`config.mk`:
```
export PLATFORM = sky130hd
export DESIGN_NAME = shift_add_mult_n
export DESIGN_NICKNAME = d
export VERILOG_FILES = /design/src/rtl/mult_pkg.sv /design/src/rtl/add_sub_n.sv /design/src/rtl/shift_add_mult_n.sv
export SDC_FILE = /design/constraint.sdc
export NUM_CORES = 1
export LEC_CHECK = 0
export BUFFER_PORTS_ARGS = -buffer_cell sky130_fd_sc_hd__buf_2
export CORE_ASPECT_RATIO = 1.2
export CORE_MARGIN = 2
export CORE_UTILIZATION = 35
export CTS_CLUSTER_DIAMETER = 120
export DETAILED_ROUTE_END_ITERATION = 7
export HOLD_SLACK_MARGIN = 0.1
export PLACE_DENSITY = 0.57
export RECOVER_POWER = 25
export SLEW_MARGIN = 15
export SYNTH_ARGS = -nofsm -noshare
export SYNTH_HDL_FRONTEND = slang
export SYNTH_SLANG_ARGS = --single-unit
```
`constraint.sdc`:
```
create_clock -name Clk -period 4.4 [get_ports Clk]
set_clock_uncertainty 0.1 [all_clocks]
set_input_delay 0.22 -clock Clk [delete_from_list [all_inputs] [get_ports Clk]]
set_output_delay 0.22 -clock Clk [all_outputs]
set_load 0.01 [all_outputs]
```
`src/rtl/mult_pkg.sv`:
```
// Shared types and default width for the shift-add multiplier.
package mult_pkg;
  localparam int MULT_N = 8;

  typedef enum logic [1:0] {IDLE, ADD, SHIFT, HOLD} state_t;
endpackage

```
`src/rtl/add_sub_n.sv`:
```
// Combinational (N+1)-bit adder/subtractor. Operands are sign- or zero-extended
// by one bit so the full sum or difference, carry included, fits in sum.
module add_sub_n #(
  parameter int N = 8
) (
  input  logic [N-1:0] a,
  input  logic [N-1:0] b,
  input  logic         sub,
  input  logic         sgn,
  output logic [N:0]   sum
);
  logic [N:0] ext_a;
  logic [N:0] ext_b;

  assign ext_a = {sgn & a[N-1], a};
  assign ext_b = {sgn & b[N-1], b};
  assign sum   = sub ? (ext_a - ext_b) : (ext_a + ext_b);
endmodule

```
`src/rtl/shift_add_mult_n.sv`:
```
// Sequential N-bit shift-add multiplier: {X, A, B} = S * B, signed or unsigned.
// B doubles as the multiplier and the product low half, so results can be chained.
module shift_add_mult_n
  import mult_pkg::*;
#(
  parameter  int N     = MULT_N,
  localparam int CNT_W = $clog2(N)
) (
  input  logic         Clk,
  input  logic         Reset_n,
  input  logic         Load_Clear,
  input  logic         Run,
  input  logic         Signed_mode,
  input  logic [N-1:0] Din,
  output logic [N-1:0] Aval,
  output logic [N-1:0] Bval,
  output logic         Xval,
  output logic         Busy,
  output logic         Done
);
  state_t             state;
  logic [N-1:0]       a;
  logic [N-1:0]       b;
  logic [N-1:0]       s;
  logic               x;
  logic [CNT_W-1:0]   count;
  logic               mode;
  logic               busy;
  logic               done;
  logic               last_iter;
  logic [N:0]         sum;

  assign last_iter = (count == CNT_W'(N - 1));

  // The multiplier MSB carries negative weight in two's complement, so the
  // final partial product is subtracted rather than added.
  add_sub_n #(.N(N)) u_add_sub (
    .a   (a),
    .b   (s),
    .sub (mode & last_iter),
    .sgn (mode),
    .sum (sum)
  );

  // NOTE: reset is synchronous, so it lives inside the clocked branch; all
  // state is assigned with <= so every register sees pre-edge values.
  always_ff @(posedge Clk) begin
    if (!Reset_n) begin
      state <= IDLE;
      a     <= '0;
      b     <= '0;
      s     <= '0;
      x     <= 1'b0;
      count <= '0;
      mode  <= 1'b0;
      busy  <= 1'b0;
      done  <= 1'b0;
    end else begin
      case (state)
        IDLE: begin
          if (Load_Clear) begin
            x <= 1'b0;
            a <= '0;
            b <= Din;
          end else if (Run) begin
            s     <= Din;
            mode  <= Signed_mode;
            x     <= 1'b0;
            a     <= '0;
            count <= '0;
            busy  <= 1'b1;
            state <= ADD;
          end
        end
        ADD: begin
          if (b[0]) {x, a} <= sum;
          state <= SHIFT;
        end
        SHIFT: begin
          // Signed mode replicates X into A; unsigned mode drains the carry.
          a <= {x, a[N-1:1]};
          b <= {a[0], b[N-1:1]};
          if (!mode) x <= 1'b0;
          if (last_iter) begin
            busy  <= 1'b0;
            done  <= 1'b1;
            state <= HOLD;
          end else begin
            count <= count + CNT_W'(1);
            state <= ADD;
          end
        end
        HOLD: begin
          if (!Run) begin
            done  <= 1'b0;
            state <= IDLE;
          end
        end
        default: state <= IDLE;
      endcase
    end
  end

  assign Aval = a;
  assign Bval = b;
  assign Xval = x;
  assign Busy = busy;
  assign Done = done;
endmodule
```
# After elaboration in Yosys (flattened, before gate mapping)
# Cells that the tools add are included.
[word_totals]
register_bits = 33
output_inout_bits = 19
input_bits = 13
elab_cells = 69
[classes]
n_eq_ne = 13
n_addsub = 3
n_mux = 28
n_reduce_logical = 12
bitwise = 4
[op_table]
columns = ["op", "count"]
rows = [
  ["8-bit 2-to-1 mux", 4],
  ["8-bit case mux with 3 select lines", 1],
  ["2-bit inequality test, second input constant", 8],
  ["8-bit case mux with 2 select lines", 1],
  ["3-bit AND reduction", 4],
  ["4-bit AND reduction", 3],
  ["9-bit adder", 1],
  ["1-bit 2-to-1 mux", 9],
  ["3-bit 2-to-1 mux", 3],
  ["9-bit 2-to-1 mux", 1],
  ["9-bit subtractor", 1],
  ["2-bit 2-to-1 mux", 4],
  ["2-bit case mux with 4 select lines", 1],
  ["3-bit case mux with 2 select lines", 1],
  ["2-bit equality test, second input constant", 2],
  ["1-bit case mux with 2 select lines", 2],
  ["2-bit nonzero test", 2],
  ["3-bit by 1-bit adder with 3-bit output, second input constant", 1],
  ["1-bit bitwise AND", 3],
  ["3-bit equality test, second input constant", 1],
  ["3-bit inequality test, second input constant", 1],
  ["1-bit case mux with 3 select lines", 1],
  ["3-bit nonzero test", 1],
  ["2-bit by 1-bit equality test with 1-bit output, second input constant", 1],
  ["3 further kinds", 3],
]

# Longest topological paths before layout
# Gate-level depths: netlist (run 1).
[logic_depth]
depth_word = 5
mapped_depth = 12
mapped_depth_nobuf = 11

# Cells and area by module
# Synthesis (run 1) repeated with hierarchy kept, for this count alone.
[unflattened]
hier_cells = 238
area_unflattened_um2 = 2124.5
[modules_own_cells]
columns = ["module", "instances", "area_each_um2", "seq_area_each_um2", "cells_per_inst"]
rows = [
  ["shift_add_mult_n", 1, 1570.3, 660.6, 165],
  ["add_sub_n", 1, 554.3, 0.0, 73],
]

# Worst setup path after synthesis (run 1)
# OpenSTA, ideal clock, no wires.
[synth_timing]
path_kind = "flip-flop to flip-flop"
start = "reg count[0]"
end = "reg x, in the netlist Xval"
t_required_ns = 4.238
n_path_buf = 1
period_less_slack_ns = 2.644
setup_ns = 0.062
path_stages_with_launch = 12
path_slack_ns = 1.756
t_arrival_ns = 2.482
cell_sequence = "dfxtp_1 -> ha_1 -> ha_1 -> and2_1 -> clkbuf_1 -> mux2i_1 -> fa_1 -> a21oi_1 -> o211ai_1 -> o21a_1 -> a2111o_1 -> nand3_1"
[synth_between]
elab_chain_cells = 5
[synth_lines]
columns = ["item", "line_no", "rtl"]
rows = [
  ["start: declaration", "shift_add_mult_n.sv:26", "logic [CNT_W-1:0] count;"],
  ["start signal: assignment", "shift_add_mult_n.sv:89", "count <= count + CNT_W'(1);"],
  ["3-bit equality test", "shift_add_mult_n.sv:33", "assign last_iter = (count == CNT_W'(N - 1));"],
  ["1-bit bitwise AND", "shift_add_mult_n.sv:40", ".sub (mode & last_iter),"],
  ["9-bit 2-to-1 mux", "add_sub_n.sv:17", "assign sum = sub ? (ext_a - ext_b) : (ext_a + ext_b);"],
  ["1-bit 2-to-1 mux", "shift_add_mult_n.sv:76", "if (b[0]) {x, a} <= sum;"],
  ["1-bit case mux with 3 select lines", "shift_add_mult_n.sv:59", "case (state)"],
  ["end signal: assignment", "shift_add_mult_n.sv:76", ""],
  ["end: declaration", "shift_add_mult_n.sv:25", "logic x;"],
]
# No other way between the ends. The select of a mux whose other input is x is not followed.
# A chain may end at the register's enable or synchronous reset.

# Worst setup path in the final report (run 1)
# Ends and elaborated chain as after synthesis.

==> flow_metrics.tcl, run 1 <==
set metrics [dict create \
    ir_drop_uv 272 \
    cp-end-kind "flop" \
    synthTopCellsByCount "dfxtp_1 (33), nand2_1 (22), mux2i_1 (18)" \
    synthArstFlopShare_pct 0 \
    slew_headroom_pct 57.6 \
    synth_top_area_cell "dfxtp_1" \
    crit_fanout 13 \
    pre_cts_ws_ps 1330 \
    setup_slack_ps 1310 \
    grtUsageTotal_pct 15.2 \
    required_ps 4530 \
    wirelength_um 4860 \
    netlist.area_leader.share_pct 30.4 \
    clk_pin_slew_worst_paths_ps 70 \
    worst_pin_slew_ps 634 \
    ctsLongestPathBuffers 2 \
    routed_via_density 5.04 \
    num_vias 1816 \
    maxCapViolCount 0 \
    stdcell_count 360 \
    grt_pass1_wl_um 8270 \
    port_buffers 31 \
    numCtsBuffers 5 \
    cts_num_sinks 33 \
    syn_area_per_cell_um2 8.68 \
    cts_root_buf "clkbuf_8" \
    clock_latency_ps 280 \
    dieArea_um2 6850 \
    rsz0062_at_grt "false" \
    area_growth_syn_to_layout_pct 13.3 \
    fin_area_um2 2460 \
    antenna_found_initial 0 \
    fmax_ghz 0.323 \
    dpl.hpwl_um 3590 \
    grt_pass1_vias 1756 \
    switchingPower_uw 422 \
    finalSetupTns_ps 0 \
    start_util_pct 36.1 \
    critPathKind "reg2reg" \
    finalSetupViolations 0 \
    powerDensity_nw_per_um2 434 \
    post-route-period-util_pct 70.3 \
    rows 31 \
    p_seq_share_pct 35.1 \
    slew_violations 0 \
    antennaDiodeCount 0 \
    tritoncts "yes" \
    switching_share_pct 39.6 \
    drc 0 \
    grt.met2_usage_pct 23.9 \
    ant_nets 0 \
    yosysWarnings 0 \
    cp-start-kind "flop" \
    dpl.cell_count 350 \
    initialDrtViolationCount 110 \
    p_leak_nw 1.04 \
    gr-usage-met1_pct 20.2 \
    postCtsSetupRepairBufs 0 \
    hold_viol_final 0 \
    grt_max_degree 37 \
    ys.flop_type "dfxtp_1" \
    drtPass1Iterations 5 \
    synth_cell_types 45 \
    p_comb_share_pct 44.0 \
    htreeDepth 2 \
    synth_most_common_cell "dfxtp_1" \
    grt_util_met3_pct 3.57 \
    period_minus_slack_ps 3090 \
    nNetsFinal 306 \
    status "completed" \
    die_x_um 75.9 \
    avgRoutedWirePerCell_um 13.5 \
    overflow 0 \
    core-area_um2 6010 \
    drive_above_1_share_pct 11.2 \
    synth_edf_count 0 \
    globalplace.congestion 0.890 \
    ys_seq_area_share_pct 30.4 \
    dieHeight_um 90.3 \
    intPower_uw 645 \
    post_dp_cell_area_um2 2370 \
    ys_ff_latch 33 \
    io_pins 32 \
    top_usage_layer "met2" \
    clkPwrFrac_pct 20.9 \
    ys_top_cells_by_area "dfxtp_1 (30%), ha_1 (8.6%), mux2i_1 (8.3%)" \
    synth_area_um2 2170 \
    hold_path.class "in2reg" \
    crit_arrival_ps 3220 \
    synth_nets 279 \
    postSynthCellCount 250 \
]
[what timing repair did]
action                     4_1_cts  5_1_grt
resized for setup                0        0
setup endpoints to repair        0        0
hold buffers                     2        0
hold endpoints to repair         2        0
[per-layer routing]
metal,routed length [um],vias to the layer above,share of wire (%)
met5,0,-,0
met2,2220,38,46
li1,-,954,-
met1,2390,820,49
met3,199,4,4.1
met4,49,0,1.0
[worst max-delay path, stage by stage (launching register included)]
cell	delay (ps)
dfxtp_1	370
ha_1	160
ha_1	410
and2_1	330
mux2i_1	190
fa_1	450
a21oi_1	300
o211ai_1	150
o21a_1	140
a2111o_1	370
nand3_1	80
[cell usage in the layout (no fill, tap or decap), drive strengths merged, types with 3 or more instances in the layout]
cell	netlist	final
ha	15	15
a21boi	4	4
o21a	3	3
nand2	22	22
inv	12	12
buf	8	19
a21oi	11	11
o21ai	13	13
dfxtp	33	33
and2	3	3
xnor2	9	9
nor2b	17	17
a22oi	5	5
nor3	5	5
o211a	8	8
a31oi	3	3
a22o	5	5
nand4	4	4
nand3	13	13
nor2	8	8
mux2i	18	18
clkbuf	6	19
[layout make-up]
type / instances / area (um2)
Fill cell: 615 / 3550
Multi-Input combinational cell: 191 / 1400
Sequential cell: 33 / 661
Timing Repair Buffer: 34 / 166
Tap cell: 82 / 103
Clock buffer: 6 / 72.6
Inverter: 12 / 45.0
Clock inverter: 2 / 10.0
[power by group through the flow]
stage	clock, mW	combinational [mW]	sequential (mW)
5_1_grt	0.246	0.527	0.382
4_1_cts	0.233	0.475	0.374
3_5_place_dp	0	0.471	0.381
2_1_floorplan	0	0.359	0.384
6_report	0.223	0.469	0.374
3_3_place_gp	0	0.467	0.380
[path summary, 6_finish.rpt]
kind	from	end	slack (ps)	cells after the start
worst max-delay path	count[0]	Xval	1310	10
worst min-delay path	Din[5]	s[5]	110	3
worst max register to register	count[0]	Xval	1310	10
worst min register to register	Xval	Xval	400	2
[registers in the layout, summed over array words and instances, names as in the netlist]
name	cells
state	2
Bval	8
mode	1
count	3
s	8
Aval	8
Busy	1
Done	1
Xval	1
[stage by stage]
| step | power [mW] | util (%) | hold WS (ps) |
|---|---|---|---|
| after floorplan | 0.743 | - | 286 |
| after global placement | 0.847 | 39.5 | 377 |
| after detailed placement | 0.852 | 39.5 | 383 |
| after CTS | 1.08 | 41.2 | 104 |
| after global routing | 1.15 | 40.9 | 121 |
| final | 1.07 | 40.9 | 107 |
[cells by family after synthesis]
kind of cell	count (synthesis)	synth area share, %
XOR/XNOR	10	4.03
AO/OA/AOI/OAI	64	21.2
multiplexers	20	9.34
AND/OR/NAND/NOR	81	20.4
buffers and inverters	26	5.01
flip-flops	33	30.4
adder cells (fa/ha/maj)	16	9.57
Power figures use the tool's default switching activity.
==> run 2, diff against run 1 <==
==> constraint.sdc (replaced) <==
create_clock -name Clk -period 3 [get_ports Clk]
set_clock_uncertainty 0.1 [all_clocks]
set_input_delay 0.15 -clock Clk [delete_from_list [all_inputs] [get_ports Clk]]
set_output_delay 0.15 -clock Clk [all_outputs]
set_load 0.01 [all_outputs]
==> run 2 against run 1 <==
- total power is 49% higher
- critical path depth unchanged
- die area stayed put
- design area increased by 4.2%
- clock power up 55%
- utilization is 1.7 points higher
==> flow_metrics.tcl, run 2 (same netlist as run 1, synthesis figures left out) <==
set metrics [dict create \
    num_vias 1879 \
    finalSetupViolations 0 \
    hold_viol_final 0 \
    powerDensity_nw_per_um2 621 \
    finalSetupTns_ps 0 \
    slew_violations 0 \
    dr_wl_met2_um 2320 \
    rsz0062_at_grt "false" \
    initialDrtViolationCount 82 \
    wl_met1_um 2250 \
    dieArea_um2 6850 \
    period_minus_slack_ps 2760 \
    met3_length_um 176 \
    rows 31 \
    hold_ws_ps 187 \
    grt_pass1_wl_um 8240 \
    final_util_pct 42.6 \
    path_cells "ha_1, ha_1, and2_1, mux2i_2, fa_1, a21oi_1, o211ai_1, o21a_1, a2111o_1, nand3_1" \
    worst_pin_slew_ps 638 \
    clock_latency_ps 280 \
    grt_max_degree 37 \
    seq_area_um2 661 \
    drive_above_1_share_pct 12.2 \
    area_growth_syn_to_layout_pct 18.0 \
    cts_num_sinks 33 \
    layout.filler_cells 613 \
    crit_arrival_ps 2880 \
    cpPeakStageDelay_ps 440 \
    overflow 0 \
    cts_root_buf "clkbuf_8" \
    highest_layer "met4" \
    fmax_ghz 0.363 \
    drtPass1Iterations 4 \
    start_util_pct 36.1 \
    numCtsBuffers 5 \
    required_ps 3120 \
    ctsLongestPathBuffers 2 \
    p_leak_nw 1.09 \
    wirelength_um 4840 \
    tritoncts "yes" \
    multiInputGateArea_um2 1410 \
    fin_area_um2 2560 \
    antennaDiodeCount 0 \
    grtUsageTotal_pct 15.3 \
    avgRoutedWirePerCell_um 13.1 \
    routed_via_density 5.09 \
    antenna_found_initial 0 \
    crit_top_cell "ha_1" \
    stdcell_count 369 \
    dpl.hpwl_um 3620 \
    final_cell_mix "dfxtp_1 (33), nand2_1 (22), buf_2 (18), nor2b_1 (17), mux2i_1 (17)" \
    dpl.cell_count 353 \
    post_dp_cell_area_um2 2390 \
    maxCapViolCount 0 \
    crit_fanout 7 \
    htreeDepth 2 \
    dieHeight_um 90.3 \
    slew_headroom_pct 57.3 \
    slowest_stage "fa_1" \
    die_x_um 75.9 \
    critPathKind "reg2reg" \
    nNetsFinal 316 \
    globalplace.congestion 0.776 \
    cp-start-kind "flop" \
    ir_drop_uv 411 \
    critPathBufInv 0 \
    post-route-period-util_pct 91.9 \
    final_common_cell "dfxtp_1" \
    cp-end-kind "flop" \
    hold_path.class "in2reg" \
    clk_pin_slew_worst_paths_ps 70 \
    drc 0 \
    io_pins 32 \
    grt_pass1_vias 1757 \
    status "completed" \
    core-area_um2 6010 \
    ant_nets 0 \
    cp_top_family "compound AO/OA/AOI/OAI gates" \
    port_buffers 31 \
]
[run 2: cell count changes in the layout (fill, tap and decap cells not counted), sizes merged]
| cell | delta |
|---|---|
| buf | +3 |
| clkinv | -2 |
| clkinvlp | +1 |
| dlygate4sd3 | +7 |
[run 2: final cells by class]
cell class              instances  area share [%]
clock buffers                   6            3.22
clock inverters                 1           0.293
well taps                      82            4.00
flip-flops and latches         33            25.8
inverters                      12            1.76
repair buffers                 44            10.1
multi-input cells             191            54.8
[run 2: final timing paths]
path            start   end  slack, ps  cells after the start
min               Run  Done        190                      4
min reg2reg      Xval  Xval        390                      2
max          count[0]  Xval        240                     10
max reg2reg  count[0]  Xval        240                     10
[run 2: where the power goes]
part	switching, mW	internal, mW
clock	0.165	0.181
combinational	0.389	0.307
sequential	0.0572	0.493
[run 2: repair_timing]
action                     4_1_cts  5_1_grt
gates resized for setup          0        1
setup endpoints to repair        0        1
setup buffers                    0        0
hold endpoints to repair         9        0
hold buffers                     9        0
[run 2: worst register-to-register path, cell delays in order (launching register included)]
cell and delay, ps:
dfxtp_1 340, ha_1 210, ha_1 190, and2_1 240
mux2i_2 200, fa_1 440, a21oi_1 260, o211ai_1 140
o21a_1 140, a2111o_1 380, nand3_1 80
[run 2: through the flow]
step,power (mW),setup WS (ps)
after global placement,1.25,312
final,1.59,243
after CTS,1.62,203
after floorplan,1.09,356
after detailed placement,1.25,227
after global routing,1.72,13.4
[run 2: per-layer routing]
| metal | vias to the layer above | GRT usage [%] |
|---|---|---|
| li1 | 973 | - |
| met1 | 864 | 19.6 |
| met2 | 36 | 24.9 |
| met3 | 6 | 3.13 |
| met4 | 0 | 5.41 |
| met5 | - | 0 |
==> run 3, diff against run 2 <==
==> constraint.sdc (replaced) <==
create_clock -name Clk -period 3.55 [get_ports Clk]
set_clock_uncertainty 0.1 [all_clocks]
set_input_delay 0.1775 -clock Clk [delete_from_list [all_inputs] [get_ports Clk]]
set_output_delay 0.1775 -clock Clk [all_outputs]
set_load 0.01 [all_outputs]
==> run 3 against run 2 <==
- sequential share of layout area is 0.11 points lower
- utilization is 0.19 points higher
- global-route usage is 0.070 points lower
- critical path depth stayed put
- flip-flop and latch count stayed put
- wire length is 0.23% higher
- count of clock-buffer cells in the layout stayed put
- largest power group unchanged
==> flow_metrics.tcl, run 3 (same netlist as run 1, synthesis figures left out) <==
set metrics [dict create \
    status "completed" \
    ir_drop_uv 311 \
    htreeDepth 2 \
    required_ps 3680 \
    grt_pass1_vias 1783 \
    drive_above_1_share_pct 11.5 \
    critPathBufInv 0 \
    antennaDiodeCount 0 \
    worst_pin_slew_ps 665 \
    p_leak_nw 1.09 \
    fmax_ghz 0.358 \
    dpl.hpwl_um 3680 \
    drtPass1Iterations 4 \
    cp-end-kind "flop" \
    io_pins 32 \
    crit_top_cell "ha_1" \
    nNetsFinal 314 \
    drc 0 \
    ctsLongestPathBuffers 2 \
    cpPeakStageDelay_ps 450 \
    numCtsBuffers 5 \
    hold_path.class "in2reg" \
    layout.filler_cells 609 \
    area_growth_syn_to_layout_pct 18.6 \
    grt_util_met3_pct 3.13 \
    globalplace.congestion 0.889 \
    hold_viol_final 0 \
    crit_arrival_ps 2920 \
    path_cells "ha_1, ha_1, and2_1, mux2i_1, fa_1, a21oi_1, o211ai_1, o21a_1, a2111o_1, nand3_1" \
    fin_area_um2 2570 \
    r2r-start "count[0]" \
    slew_violations 0 \
    final_cell_mix "dfxtp_1 (33), nand2_1 (22), mux2i_1 (18), buf_2 (18), nor2b_1 (17)" \
    grt_pass1_wl_um 8340 \
    gr-usage-met1_pct 20.5 \
    cts_num_sinks 33 \
    rr_worst_depth 10 \
    whs_endpoint "Done" \
    initialDrtViolationCount 95 \
    slew_headroom_pct 55.5 \
    cp-start-kind "flop" \
    antenna_found_initial 0 \
    powerDensity_nw_per_um2 554 \
    dieArea_um2 6850 \
    maxCapViolCount 0 \
    die_x_um 75.9 \
    clk_pin_slew_worst_paths_ps 80 \
    rows 31 \
    regToRegSetupSlack_ps 760 \
    avgRoutedWirePerCell_um 13.2 \
    routed_via_density 5.09 \
    grt_max_degree 37 \
    hold_start "Run" \
    critPathKind "reg2reg" \
    period_minus_slack_ps 2790 \
    start_util_pct 36.1 \
    overflow 0 \
    wirelength_um 4850 \
    post-route-period-util_pct 78.6 \
    rr_endpoint "Xval" \
    top_usage_layer "met2" \
    ant_nets 0 \
    final_util_pct 42.8 \
    grtUsageTotal_pct 15.2 \
    port_buffers 31 \
    core-area_um2 6010 \
    finalSetupTns_ps 0 \
    rsz0062_at_grt "false" \
    finalSetupViolations 0 \
    final_common_cell "dfxtp_1" \
    crit_fanout 7 \
    slowest_stage "fa_1" \
    cts_resized 0 \
    clock_latency_ps 290 \
    cp_top_family "compound AO/OA/AOI/OAI gates" \
    tritoncts "yes" \
    grt.met2_usage_pct 24.4 \
    post_dp_cell_area_um2 2380 \
    dieHeight_um 90.3 \
    hold_depth 4 \
    num_vias 1872 \
    cts_root_buf "clkbuf_8" \
]
run 3: cell type report:
type                       instances  area [um2]  share of cell area [%]
multi-input combinational        191        1400                    54.4
sequential                        33         661                    25.7
timing repair buffer              42         244                    9.48
tap                               82         103                    3.99
clock buffer                       6        82.6                    3.21
inverter                          12        45.0                    1.75
clock inverter                     2        37.5                    1.46
run 3: layer usage:
metal  up-vias  routed length [um]
met3         5                 168
met2        32                2380
met4         0                  62
met1       868                2240
li1        967                   -
met5         -                   0
run 3: report_power, final:
part	total [mW]	switching (mW)	internal, mW
logic	0.585	0.332	0.253
clock network	0.379	0.150	0.228
registers	0.463	0.0471	0.416
run 3: worst max path at each step:
| stage | startpoint | to | slack (ps) | cells past startpoint |
|---|---|---|---|---|
| final | count[0] | Xval | 760 | 10 |
| after global routing | count[0] | Aval[5] | 550 | 10 |
| after CTS | count[0] | Xval | 770 | 10 |
| after detailed placement | count[0] | Xval | 800 | 10 |
| after global placement | count[0] | Xval | 830 | 10 |
| after floorplan | count[0] | Xval | 910 | 11 |
run 3: what timing repair did:
| action | 4_1_cts | 5_1_grt |
|---|---|---|
| endpoints found under the hold margin | 9 | 0 |
| buffers inserted | 0 | 0 |
| hold buffers | 9 | 0 |
| endpoints found under the setup margin | 0 | 0 |
run 3: tightest hold or removal path, stage by stage:
cell,delay [ps]
buf_2,130
o21ai_0,90
o21ai_0,60
and2_1,120
run 3: per-stage QoR:
stage	hold WS [ps]	power (mW)	setup WS, ps	instances
CTS	201	1.44	772	368
detailed placement	349	1.06	801	351
floorplan	244	0.920	906	250
finish	209	1.43	760	368
global placement	336	1.05	832	351
global route	261	1.53	546	368
